[config.mk]
export PLATFORM = sky130hd
export DESIGN_NAME = column_scheduler_flat
export DESIGN_NICKNAME = d
export VERILOG_FILES = /design/src/rtl/column_scheduler_if.sv /design/src/rtl/column_scheduler.sv /design/src/flat_wrapper.sv
export SDC_FILE = /design/constraint.sdc
export NUM_CORES = 1
export LEC_CHECK = 0
export ABC_AREA = 1
export CORE_UTILIZATION = 42
export CTS_CLUSTER_SIZE = 8
export DETAILED_ROUTE_END_ITERATION = 12
export PLACE_DENSITY = 0.66
export SYNTH_ARGS = -nofsm -noshare
export SYNTH_HDL_FRONTEND = slang
export SYNTH_SLANG_ARGS = --single-unit
[constraint.sdc]
create_clock -name clock -period 1.7 [get_ports clock]
set_clock_uncertainty 0.05 [all_clocks]
set_input_delay 0.34 -clock clock [delete_from_list [all_inputs] [get_ports clock]]
set_output_delay 0.34 -clock clock [all_outputs]
set_load 0.01 [all_outputs]
[src/rtl/column_scheduler_if.sv]
// -----------------------------------------------------------------------------
// column_scheduler_if
//
// Groups the game-control and column-array signals of column_scheduler into
// one bundle. The clock and the reset stay plain ports on the scheduler.
//
//   slave  (scheduler side) : inputs  start, key_valid, key_code,
//                                     col_correct, col_game_over
//                             outputs col_reset, col_user_input, col_active,
//                                     score, game_over, state
//   master (front end / bench side): the same signals, directions reversed
// -----------------------------------------------------------------------------
interface column_scheduler_if #(
    parameter int NUM_COLUMNS = 4,
    parameter int SCORE_WIDTH = 8
);
    logic                   start;
    logic                   key_valid;
    logic [7:0]             key_code;
    logic [NUM_COLUMNS-1:0] col_correct;
    logic [NUM_COLUMNS-1:0] col_game_over;
    logic [NUM_COLUMNS-1:0] col_reset;
    logic [7:0]             col_user_input;
    logic [NUM_COLUMNS-1:0] col_active;
    logic [SCORE_WIDTH-1:0] score;
    logic                   game_over;
    logic [1:0]             state;

    modport master (
        output start, key_valid, key_code, col_correct, col_game_over,
        input  col_reset, col_user_input, col_active, score, game_over, state
    );

    modport slave (
        input  start, key_valid, key_code, col_correct, col_game_over,
        output col_reset, col_user_input, col_active, score, game_over, state
    );
endinterface

[src/rtl/column_scheduler.sv]
// -----------------------------------------------------------------------------
// column_scheduler
//
// Sequencer for the FlippyBit playfield. It launches NUM_COLUMNS columns one
// after another, SPAWN_INTERVAL cycles apart. It forwards each key to the
// columns as a one-cycle code. It credits and respawns the lowest-index
// column that reports a correct match. Play freezes when any live column
// reports game over.
//
// Ports:
//   clock           in   system clock, rising edge
//   reset_signal_n  in   asynchronous active-low reset
//   bus (slave)     control/column bundle, see column_scheduler_if
//     start           in   one-cycle pulse: begin or restart a game
//     key_valid       in   one-cycle strobe qualifying key_code
//     key_code        in   ASCII code of the pressed key
//     col_correct     in   per-column correct flag
//     col_game_over   in   per-column game-over flag
//     col_reset       out  per-column active-high column reset
//     col_user_input  out  key code broadcast to the columns for one cycle
//     col_active      out  per-column launched / display enable
//     score           out  current score
//     game_over       out  high while in OVER
//     state           out  IDLE=0, RUN=1, OVER=2
//
// Optional feature: define COLUMN_SCHEDULER_MISS_PENALTY_EN to deduct one
// point (floored at 0) for every key not followed by a credit within
// MATCH_WINDOW cycles. When the macro is undefined, MATCH_WINDOW is unused.
// -----------------------------------------------------------------------------
module column_scheduler #(
    parameter int NUM_COLUMNS    = 4,
    parameter int SPAWN_INTERVAL = 50000000,
    parameter int RESPAWN_PULSE  = 2,
    parameter int SCORE_WIDTH    = 8,
    parameter int MATCH_WINDOW   = 2
) (
    input  logic               clock,
    input  logic               reset_signal_n,
    column_scheduler_if.slave  bus
);

    localparam logic [1:0] ST_IDLE = 2'd0;
    localparam logic [1:0] ST_RUN  = 2'd1;
    localparam logic [1:0] ST_OVER = 2'd2;

    localparam int IDX_W   = $clog2(NUM_COLUMNS + 1);
    localparam int SPAWN_W = (SPAWN_INTERVAL > 1) ? $clog2(SPAWN_INTERVAL) : 1;
    localparam int PULSE_W = $clog2(RESPAWN_PULSE + 1);

    logic [1:0]             r_state;
    logic [NUM_COLUMNS-1:0] r_active;
    logic [PULSE_W-1:0]     r_pulse_cnt [NUM_COLUMNS];
    logic [SPAWN_W-1:0]     r_spawn_cnt;
    logic [IDX_W-1:0]       r_next_idx;
    logic [SCORE_WIDTH-1:0] r_score;
    logic [7:0]             r_user_input;

    logic [NUM_COLUMNS-1:0] w_col_reset;
    logic [NUM_COLUMNS-1:0] w_qualified;
    logic [NUM_COLUMNS-1:0] w_correct_q;
    logic [NUM_COLUMNS-1:0] w_credit_oh;
    logic [NUM_COLUMNS-1:0] w_launch;
    logic                   w_run;
    logic                   w_go_hit;
    logic                   w_credit;
    logic                   w_unlaunched;
    logic                   w_spawn_fire;

    function automatic logic [SCORE_WIDTH-1:0] sat_inc(input logic [SCORE_WIDTH-1:0] v);
        return (&v) ? v : v + SCORE_WIDTH'(1);
    endfunction

`ifdef COLUMN_SCHEDULER_MISS_PENALTY_EN
    localparam int WIN_W = $clog2(MATCH_WINDOW + 1);

    logic [WIN_W-1:0] r_win_cnt;
    logic             w_miss;

    function automatic logic [SCORE_WIDTH-1:0] floor_dec(input logic [SCORE_WIDTH-1:0] v);
        return (v == '0) ? v : v - SCORE_WIDTH'(1);
    endfunction

    // A pending window is a miss when it runs out without a credit. It is
    // also a miss when a new key cuts it short before any credit arrives.
    always_comb begin
        w_miss = (r_win_cnt != '0) && !w_credit &&
                 ((r_win_cnt == WIN_W'(1)) || bus.key_valid);
    end
`else
    logic w_unused_match_window;
    assign w_unused_match_window = (MATCH_WINDOW != 0);
`endif

    // A column is held in reset until it is launched, and again during each
    // launch or respawn pulse.
    always_comb begin
        for (int k = 0; k < NUM_COLUMNS; k++) begin
            w_col_reset[k] = (r_state == ST_IDLE) || !r_active[k] ||
                             (r_pulse_cnt[k] != '0);
        end
    end

    assign w_qualified  = r_active & ~w_col_reset;
    assign w_correct_q  = bus.col_correct & w_qualified;
    // Isolate the lowest set bit: only one credit is serviced per cycle.
    assign w_credit_oh  = w_correct_q & (~w_correct_q + NUM_COLUMNS'(1));

    // A start pulse overrides everything else, and game over overrides
    // credits and launches.
    assign w_run        = (r_state == ST_RUN) && !bus.start;
    assign w_go_hit     = w_run && (|(bus.col_game_over & w_qualified));
    assign w_credit     = w_run && !w_go_hit && (|w_correct_q);
    assign w_unlaunched = (r_next_idx < IDX_W'(NUM_COLUMNS));
    assign w_spawn_fire = w_run && !w_go_hit && w_unlaunched &&
                          (r_spawn_cnt == SPAWN_W'(SPAWN_INTERVAL - 1));

    always_comb begin
        w_launch = '0;
        for (int k = 0; k < NUM_COLUMNS; k++) begin
            if (w_spawn_fire && (r_next_idx == IDX_W'(k))) begin
                w_launch[k] = 1'b1;
            end
        end
    end

    always_ff @(posedge clock or negedge reset_signal_n) begin
        if (!reset_signal_n) begin
            r_state      <= ST_IDLE;
            r_active     <= '0;
            r_spawn_cnt  <= '0;
            r_next_idx   <= '0;
            r_score      <= '0;
            r_user_input <= 8'h00;
            for (int k = 0; k < NUM_COLUMNS; k++) begin
                r_pulse_cnt[k] <= '0;
            end
`ifdef COLUMN_SCHEDULER_MISS_PENALTY_EN
            r_win_cnt    <= '0;
`endif
        end else begin
            r_user_input <= 8'h00;
            for (int k = 0; k < NUM_COLUMNS; k++) begin
                if (r_pulse_cnt[k] != '0) begin
                    r_pulse_cnt[k] <= r_pulse_cnt[k] - PULSE_W'(1);
                end
            end

            if (bus.start) begin
                // Fresh game: all columns dropped, column 0 launched at once.
                r_state        <= ST_RUN;
                r_score        <= '0;
                r_active       <= NUM_COLUMNS'(1);
                r_spawn_cnt    <= '0;
                r_next_idx     <= IDX_W'(1);
                for (int k = 0; k < NUM_COLUMNS; k++) begin
                    r_pulse_cnt[k] <= '0;
                end
                r_pulse_cnt[0] <= PULSE_W'(RESPAWN_PULSE);
`ifdef COLUMN_SCHEDULER_MISS_PENALTY_EN
                r_win_cnt      <= '0;
`endif
            end else if (r_state == ST_RUN) begin
                if (w_go_hit) begin
                    r_state <= ST_OVER;
`ifdef COLUMN_SCHEDULER_MISS_PENALTY_EN
                    r_win_cnt <= '0;
`endif
                end else begin
                    if (bus.key_valid) begin
                        r_user_input <= bus.key_code;
                    end

                    if (w_credit) begin
                        r_score <= sat_inc(r_score);
`ifdef COLUMN_SCHEDULER_MISS_PENALTY_EN
                    end else if (w_miss) begin
                        r_score <= floor_dec(r_score);
`endif
                    end

`ifdef COLUMN_SCHEDULER_MISS_PENALTY_EN
                    if (bus.key_valid) begin
                        r_win_cnt <= WIN_W'(MATCH_WINDOW);
                    end else if (w_credit || w_miss) begin
                        r_win_cnt <= '0;
                    end else if (r_win_cnt != '0) begin
                        r_win_cnt <= r_win_cnt - WIN_W'(1);
                    end
`endif

                    for (int k = 0; k < NUM_COLUMNS; k++) begin
                        if ((w_credit && w_credit_oh[k]) || w_launch[k]) begin
                            r_pulse_cnt[k] <= PULSE_W'(RESPAWN_PULSE);
                        end
                        if (w_launch[k]) begin
                            r_active[k] <= 1'b1;
                        end
                    end

                    // The spawn timer runs only while some column is unlaunched.
                    if (w_unlaunched) begin
                        if (w_spawn_fire) begin
                            r_spawn_cnt <= '0;
                            r_next_idx  <= r_next_idx + IDX_W'(1);
                        end else begin
                            r_spawn_cnt <= r_spawn_cnt + SPAWN_W'(1);
                        end
                    end
                end
            end
        end
    end

    assign bus.col_reset      = w_col_reset;
    assign bus.col_active     = r_active;
    assign bus.col_user_input = r_user_input;
    assign bus.score          = r_score;
    assign bus.game_over      = (r_state == ST_OVER);
    assign bus.state          = r_state;

endmodule

[src/flat_wrapper.sv]
// flat-port wrapper written by rule: the top's interface ports become plain ports
module column_scheduler_flat 
#(
    parameter int NUM_COLUMNS    = 4,
    parameter int SPAWN_INTERVAL = 50000000,
    parameter int RESPAWN_PULSE  = 2,
    parameter int SCORE_WIDTH    = 8,
    parameter int MATCH_WINDOW   = 2
)
  (clock, reset_signal_n, bus_start, bus_key_valid, bus_key_code, bus_col_correct, bus_col_game_over, bus_col_reset, bus_col_user_input, bus_col_active, bus_score, bus_game_over, bus_state);
  column_scheduler_if #(.NUM_COLUMNS(NUM_COLUMNS), .SCORE_WIDTH(SCORE_WIDTH)) bus_i ();
  input  logic clock;
  input  logic reset_signal_n;
  input wire logic [$bits(bus_i.start)-1:0] bus_start;
  input wire logic [$bits(bus_i.key_valid)-1:0] bus_key_valid;
  input wire logic [$bits(bus_i.key_code)-1:0] bus_key_code;
  input wire logic [$bits(bus_i.col_correct)-1:0] bus_col_correct;
  input wire logic [$bits(bus_i.col_game_over)-1:0] bus_col_game_over;
  output wire logic [$bits(bus_i.col_reset)-1:0] bus_col_reset;
  output wire logic [$bits(bus_i.col_user_input)-1:0] bus_col_user_input;
  output wire logic [$bits(bus_i.col_active)-1:0] bus_col_active;
  output wire logic [$bits(bus_i.score)-1:0] bus_score;
  output wire logic [$bits(bus_i.game_over)-1:0] bus_game_over;
  output wire logic [$bits(bus_i.state)-1:0] bus_state;
  assign bus_i.start = bus_start;
  assign bus_i.key_valid = bus_key_valid;
  assign bus_i.key_code = bus_key_code;
  assign bus_i.col_correct = bus_col_correct;
  assign bus_i.col_game_over = bus_col_game_over;
  assign bus_col_reset = bus_i.col_reset;
  assign bus_col_user_input = bus_i.col_user_input;
  assign bus_col_active = bus_i.col_active;
  assign bus_score = bus_i.score;
  assign bus_game_over = bus_i.game_over;
  assign bus_state = bus_i.state;
  column_scheduler #(.NUM_COLUMNS(NUM_COLUMNS), .SPAWN_INTERVAL(SPAWN_INTERVAL), .RESPAWN_PULSE(RESPAWN_PULSE), .SCORE_WIDTH(SCORE_WIDTH), .MATCH_WINDOW(MATCH_WINDOW)) u_core (.clock(clock), .reset_signal_n(reset_signal_n), .bus(bus_i));
endmodule
==> reports/metrics.csv, run 1 <==
metric;value;unit
clock_path_buffers;2;
die-area;9240;sq um
antenna_left;0;
wl_per_cell;13.5;um
num_vias;3851;
rrSetupSlack;-0.001;ns
grt_util_met1;31.5;%
dp_hpwl;7300;um
drive_gt1_share;28.4;%
nets;677;
reg2reg_from;u_core.bus.state[0];
cts-buffers-inserted;9;
hold_viol_final;0;
ys.flop_type;dfrtp_1;
start_util;44.4;%
antenna_found_initial;0;
place_congestion;0.918;
fp.coreArea;8380;sq um
port_buffers;46;
finish.utilization;63.7;%
timing.fmax;588;MHz
cts_tree;yes;
worst_pin_slew;0.480;ns
drt_iter0_markers;154;
whs;0.429;ns
min_period_over_period;100;%
clk_latency;0.34;ns
use_met3;4.42;%
start_kind;register;
status;complete, but fails checks;
finalMaxSlewViolations;0;
drv_cap;0;
p_per_area;687;nW/um^2
die_w;96.1;um
reg2reg_depth;11;
wl;10200;um
cp.required;1.88;ns
clkSinkCount;59;
dr.pass1.iters;4;
drc;0;
async_reset_ff_share;100;%
setup_viol;1;
netlist_area;3720;sq um
htree_levels;3;
grt_pass1_vias;3617;
yosys_warnings;0;
hold_class;reg -> reg;
grt_usage;23.5;%
end_kind;register;
fin_ws;-0.00129;ns
top_level_ports;47;
grt_first_pass_wirelength;16500;um
clk_pin_slew;0.07;ns
fin_cells;760;
peakVddDrop;0.400;mV
dieHeight;96.1;um
num_rows;33;
startpoint;u_core.bus.state[0];
seq_area_frac_synth;39.7;%
grt.busiest_layer;met2;
violations;setup timing;
crit_fanout;18;
cp_data_arrival_time;1.88;ns
overflow;0;
vias_per_cell;5.07;
grt_use_met2;38.0;%
path_class;reg -> reg;
ys_types;30;
dp.cells;728;
r2r_end;u_core.r_spawn_cnt[6];
ys_ff_latch;59;
synth_cells;522;
power;0.00367;W
syn_area_per_cell;7.13;sq um
dp_slack;-0.215;ns
grt_setup_unrepaired;true;
slew_headroom;68.0;%
n_antenna_cell;0;
syn2layout_area_growth;43.5;%
endpoint;u_core.r_spawn_cnt[6];
syn_nets;549;
synth_edf_count;0;
period_needed;1.70;ns
p_leak;2.62;nW
ctsRootBufferMaster;clkbuf_8;
grt_max_degree;26;
through the flow:
stage / area [sq um] / setup TNS (ns)
2_1_floorplan: 3720 / 0
3_3_place_gp: 4800 / -7.18
3_5_place_dp: 4800 / -8.71
4_1_cts: 5120 / -0.0427
5_1_grt: 5340 / -2.01
6_report: 5340 / -0.00129
state kept, by name, indices dropped and copies added (netlist names):
name / flops
u_core.r_spawn_cnt: 26
u_core.bus.col_user_input: 8
u_core.bus.score: 8
u_core.r_pulse_cnt: 8
u_core.bus.col_active: 4
u_core.r_next_idx: 3
u_core.bus.state: 2
worst min path at each step:
| stage | from | to | slack (ns) | cells past startpoint |
|---|---|---|---|---|
| after floorplan | reset_signal_n | u_core.bus.col_active[0] | -0.006 | 0 |
| after global placement | reset_signal_n | u_core.r_spawn_cnt[24] | 0.27 | 1 |
| after detailed placement | reset_signal_n | u_core.r_spawn_cnt[8] | 0.27 | 1 |
| after CTS | u_core.r_pulse_cnt[2] | u_core.r_pulse_cnt[2] | 0.43 | 1 |
| after global routing | u_core.r_pulse_cnt[2] | u_core.r_pulse_cnt[2] | 0.46 | 1 |
| final | u_core.r_pulse_cnt[2] | u_core.r_pulse_cnt[2] | 0.43 | 1 |
placed cells by master (no fill, tap or decap), drive strengths merged, types with 4 or more instances in the layout:
master         synthesis  final
ha                     7      7
clkdlybuf4s50          0     34
or2                    4      4
nand3                 48     48
clkbuf                 5     13
dlygate4sd2            0      6
dfrtp                 59     59
buf                    7     83
o21ai                 14     14
nand4                 32     32
a21oi                  4      4
nand2                169    170
nand3b                 5      5
xor2                   8      8
nor2                  86     86
inv                   60     61
xnor2                  5      5
nor3                   4      4
what timing repair did:
action,CTS,global route
endpoints found under the hold margin,15,0
gates resized for setup,25,63
buffers inserted,8,6
gates cloned,0,1
hold buffers,1,0
pin swaps,1,27
setup endpoints to repair,64,61
layer usage:
layer  up-vias  share of wire, %
met1      1824                46
met4         0               1.2
met3        11               5.3
met5         -                 0
li1       1917                 -
met2        99                47
power breakdown:
part	switching, W	internal, W
combinational	0.000411	0.000344
clock	0.000593	0.000828
sequential	0.0000402	0.00145
logic make-up after synthesis:
logic type	synth area share (%)
flops	39.7
xor+xnor	3.06
simple gates	42.7
compound gates	3.83
buf+inv	8.44
fa+ha+maj	2.35
critical path, cell delays in order (launching register included):
cell and delay (ns):
dfrtp_1 0.39, inv_2 0.11, nand2_2 0.12, nand4_2 0.11, nand2_4 0.08, nor2_8 0.17
nand2_4 0.08, nor2_8 0.14, nor2_8 0.05, buf_12 0.15, nand2_1 0.07, o21ai_2 0.05
synth_stat cells, types with 5 or more instances:
library cell	n	area, sq um
o21ai_0	5	25.0
nor2_1	79	297
o21ai_2	8	70.1
nand2_1	164	616
xnor2_1	5	43.8
nand3b_1	5	37.5
clkbuf_1	5	18.8
inv_1	54	203
nand3_1	48	240
inv_2	6	22.5
nand4_1	29	181
dfrtp_1	59	1480
ha_1	7	87.6
buf_6	5	56.3
xor2_1	8	70.1
area by class of cell:
class	count	area [sq um]
Fill cell	765	3040
Multi-Input combinational cell	391	2140
Sequential cell	59	1480
Timing Repair Buffer	128	1140
Inverter	61	231
Tap cell	105	131
Clock buffer	10	128
Clock inverter	6	88.8
Power figures use the tool's default switching activity.
==> run 2: changes to the inputs <==
- ABC_AREA: 1 -> default
- PLACE_DENSITY: 0.66 -> 0.67
==> run 2 against run 1 <==
Against the previous run:
- the run still ends with setup timing left
- register-to-register slack got worse by 0.43 ns
- via count decreased by 13%
- core utilization increased by 9.2 points
- sequential cell count did not move
- non-clock buffer count is 37 higher
- synthesized cell count is 37% lower
- global-route usage rose by 2.3 points
- total power fell by 3.6%
- critical path type unchanged
- largest power group unchanged
- highest routed layer unchanged
==> reports/metrics.csv, run 2 <==
metric;value;unit;change
status;complete, but fails checks;;unchanged
violations;setup timing;;unchanged
grt_usage;25.8;%;was 23.5%
num_rows;31;;was 33
ys.flop_type;dfrtp_1;;unchanged
p_per_area;666;nW/um^2;was 687 nW/um^2
vias_per_cell;5.61;;was 5.07
netlist_area;3190;sq um;was 3720 sq um
path_class;reg -> reg;;unchanged
syn2layout_area_growth;66.5;%;was 43.5%
period_needed;2.13;ns;was 1.70 ns
cp_data_arrival_time;2.37;ns;was 1.88 ns
final_cell_mix;buf_4, dfrtp_1, clkdlybuf4s50_1;;was nand2_1, buf_4, nor2_1
grt_max_degree;60;;was 26
crit_path_cell_trace;or2_4 -> nand3_4 -> and4b_4 -> a21oi_4 -> buf_12 -> or4_4 -> a21oi_2;;was inv_2 -> nand2_2 -> nand4_2 -> nand2_4 -> nor2_8 -> nand2_4 -> nor2_8 -> nor2_8 -> buf_12 -> nand2_1 -> o21ai_2
ctsRootBufferMaster;clkbuf_8;;unchanged
place_congestion;0.804;;was 0.918
nets;520;;was 677
timing.fmax;470;MHz;was 588 MHz
p_seq_share;41.1;%;was 40.7%
cp.required;1.94;ns;was 1.88 ns
min_period_over_period;125;%;was 100%
critical-path-max-stage-delay;0.51;ns;was 0.39 ns
seq_area_frac_synth;46.2;%;was 39.7%
start_util;43.8;%;was 44.4%
switching_share;28.7;%;was 28.5%
antenna_left;0;;unchanged
fp.coreArea;7290;sq um;was 8380 sq um
ys_types;52;;was 30
overflow;0;;unchanged
hold_viol_final;0;;unchanged
p_clk_share;37.8;%;was 38.7%
dieHeight;89.2;um;was 96.1 um
peakVddDrop;0.663;mV;was 0.400 mV
drv_cap;0;;unchanged
combPwrFrac;21.1;%;was 20.6%
grt_setup_unrepaired;true;;unchanged
fin_ws;-0.427;ns;was -0.00129 ns
regMostFlops;u_core.r_spawn_cnt;;unchanged
antenna_found_initial;0;;unchanged
power;0.00354;W;was 0.00367 W
clkSinkCount;59;;unchanged
synth.top_cells.by_area;dfrtp_1, a21oi_1, and3_1;;was dfrtp_1, nand2_1, nor2_1
dr.pass1.iters;4;;unchanged
clock_path_buffers;2;;unchanged
syn_area_per_cell;9.68;sq um;was 7.13 sq um
grt_first_pass_wirelength;15300;um;was 16500 um
die_w;89.2;um;was 96.1 um
drive_gt1_share;43.0;%;was 28.4%
clk_latency;0.37;ns;was 0.34 ns
clk_pin_slew;0.08;ns;was 0.07 ns
finalMaxSlewViolations;0;;unchanged
yosys.area.top_type;dfrtp_1;;unchanged
crit_fanout;9;;was 18
slew_headroom;64.2;%;was 68.0%
syn_nets;357;;was 549
fin_setup_tns;-16.78;ns;was -0.00129 ns
worst_pin_slew;0.532;ns;was 0.480 ns
start_kind;register;;unchanged
dp_hpwl;6050;um;was 7300 um
largest_register_ff_count;26;;unchanged
ys_ff_latch;59;;unchanged
synth_top_cell_area_share;46.2;%;was 39.7%
cts-buffers-inserted;9;;unchanged
wl;10500;um;was 10200 um
grt_pass1_vias;3187;;was 3617
die-area;7950;sq um;was 9240 sq um
synth_edf_count;0;;unchanged
async_reset_ff_share;100;%;unchanged
dp_slack;-0.571;ns;was -0.215 ns
htree_levels;3;;unchanged
switchingPower;0.00102;W;was 0.00104 W
final_common_cell;buf_4;;was nand2_1
top_level_ports;47;;unchanged
p_int;0.00252;W;was 0.00263 W
num_vias;3348;;was 3851
p_leak;2.36;nW;was 2.62 nW
cpMaxStageDelayCell;or4_4;;was dfrtp_1
setup_viol;59;;was 1
hold_class;in -> async;;was reg -> reg
synth_most_common_cell;dfrtp_1;;was nand2_1
whs;0.454;ns;was 0.429 ns
cts_tree;yes;;unchanged
wl_per_cell;17.5;um;was 13.5 um
yosys_warnings;0;;unchanged
drc;0;;unchanged
ys_top_cells_by_count;dfrtp_1, a21oi_1, nor2_1, o21ai_0;;was nand2_1, nor2_1, dfrtp_1, inv_1, nand3_1
dp.cells;564;;was 728
fin_cells;597;;was 760
synth_cells;330;;was 522
end_kind;register;;unchanged
drt_iter0_markers;238;;was 154
n_antenna_cell;0;;unchanged
port_buffers;46;;unchanged
-- run 2: cell types whose count changed in the layout (fill, tap and decap cells not counted), sizes merged, moves of 8 or more --
cell | previous run | this run
clkdlybuf4s50 | 34 | 26
and3 | 0 | 18
inv | 61 | 7
or3 | 0 | 18
nand2 | 170 | 18
nand4 | 32 | 16
a21oi | 4 | 36
buf | 83 | 121
nand3 | 48 | 17
dlygate4sd2 | 6 | 14
nor2 | 86 | 24
-- run 2: repair_timing --
action | in CTS | in global routing
endpoints found under the setup margin | 76 | 61
hold buffers | 1 | 0
buffers inserted | 10 | 6
gates cloned | 2 | 3
hold endpoints to repair | 59 | 0
resized for setup | 77 | 41
pin swaps | 31 | 17
-- run 2: area by class of cell --
class,count,area (sq um)
Tap cell,99,124
Clock inverter,7,76.3
Multi-Input combinational cell,253,2000
Sequential cell,59,1480
Fill cell,527,1970
Timing Repair Buffer,165,1500
Inverter,5,18.8
Clock buffer,9,124
-- run 2: metal layers --
metal	track usage (%)	vias up	part of all wire [%]	wire length, um
met1	32.8	1638	42	4350
met4	6.93	0	1.6	171
met5	0	-	0	0
met2	43.0	109	51	5370
li1	-	1571	-	-
met3	7.57	30	5.5	578
-- run 2: cell families after synthesis --
group	Yosys count	synth area share, %
DFF	59	46.2
and+or+nand+nor	161	31.2
xor gates and xnor gates	6	1.65
muxes	6	1.92
buffers and inverters	19	2.86
adders and majority gates	7	2.74
AOI/OAI and AO/OA	72	13.4
-- run 2: final timing paths --
check                                         start                           end  slack [ns]  cells after the start
worst max-delay path            u_core.bus.state[0]         u_core.r_spawn_cnt[9]       -0.43                      7
worst min-delay path                 reset_signal_n        u_core.r_spawn_cnt[16]        0.45                      3
worst max register to register  u_core.bus.state[0]         u_core.r_spawn_cnt[9]       -0.43                      7
worst min register to register  u_core.bus.score[3]           u_core.bus.score[3]        0.53                      2
max in group asynchronous            reset_signal_n           u_core.bus.state[0]        0.86                      3
min in group clock                  bus_key_code[6]  u_core.bus.col_user_input[6]        0.51                      2
-- run 2: power groups by stage --
stage               Sequential, W  Clock [W]  Combinational [W]
global route              0.00146    0.00142           0.000788
floorplan                 0.00149          0           0.000207
global placement          0.00148          0           0.000505
detailed placement        0.00148          0           0.000516
finish                    0.00146    0.00134           0.000746
CTS                       0.00145    0.00136           0.000662
-- run 2: metrics by stage --
| step | utilization [%] | area [sq um] |
|---|---|---|
| floorplan | - | 3240 |
| detailed placement | 62.7 | 4570 |
| finish | 72.9 | 5320 |
| CTS | 69.8 | 5090 |
| global placement | 62.7 | 4570 |
| global route | 72.9 | 5320 |
-- run 2: critical path, delay by kind of cell (launching register included) --
kind	cells	cell delay, ns
flops	1	0.43
simple gates	4	1.20
buf+inv	1	0.15
compound gates	2	0.22
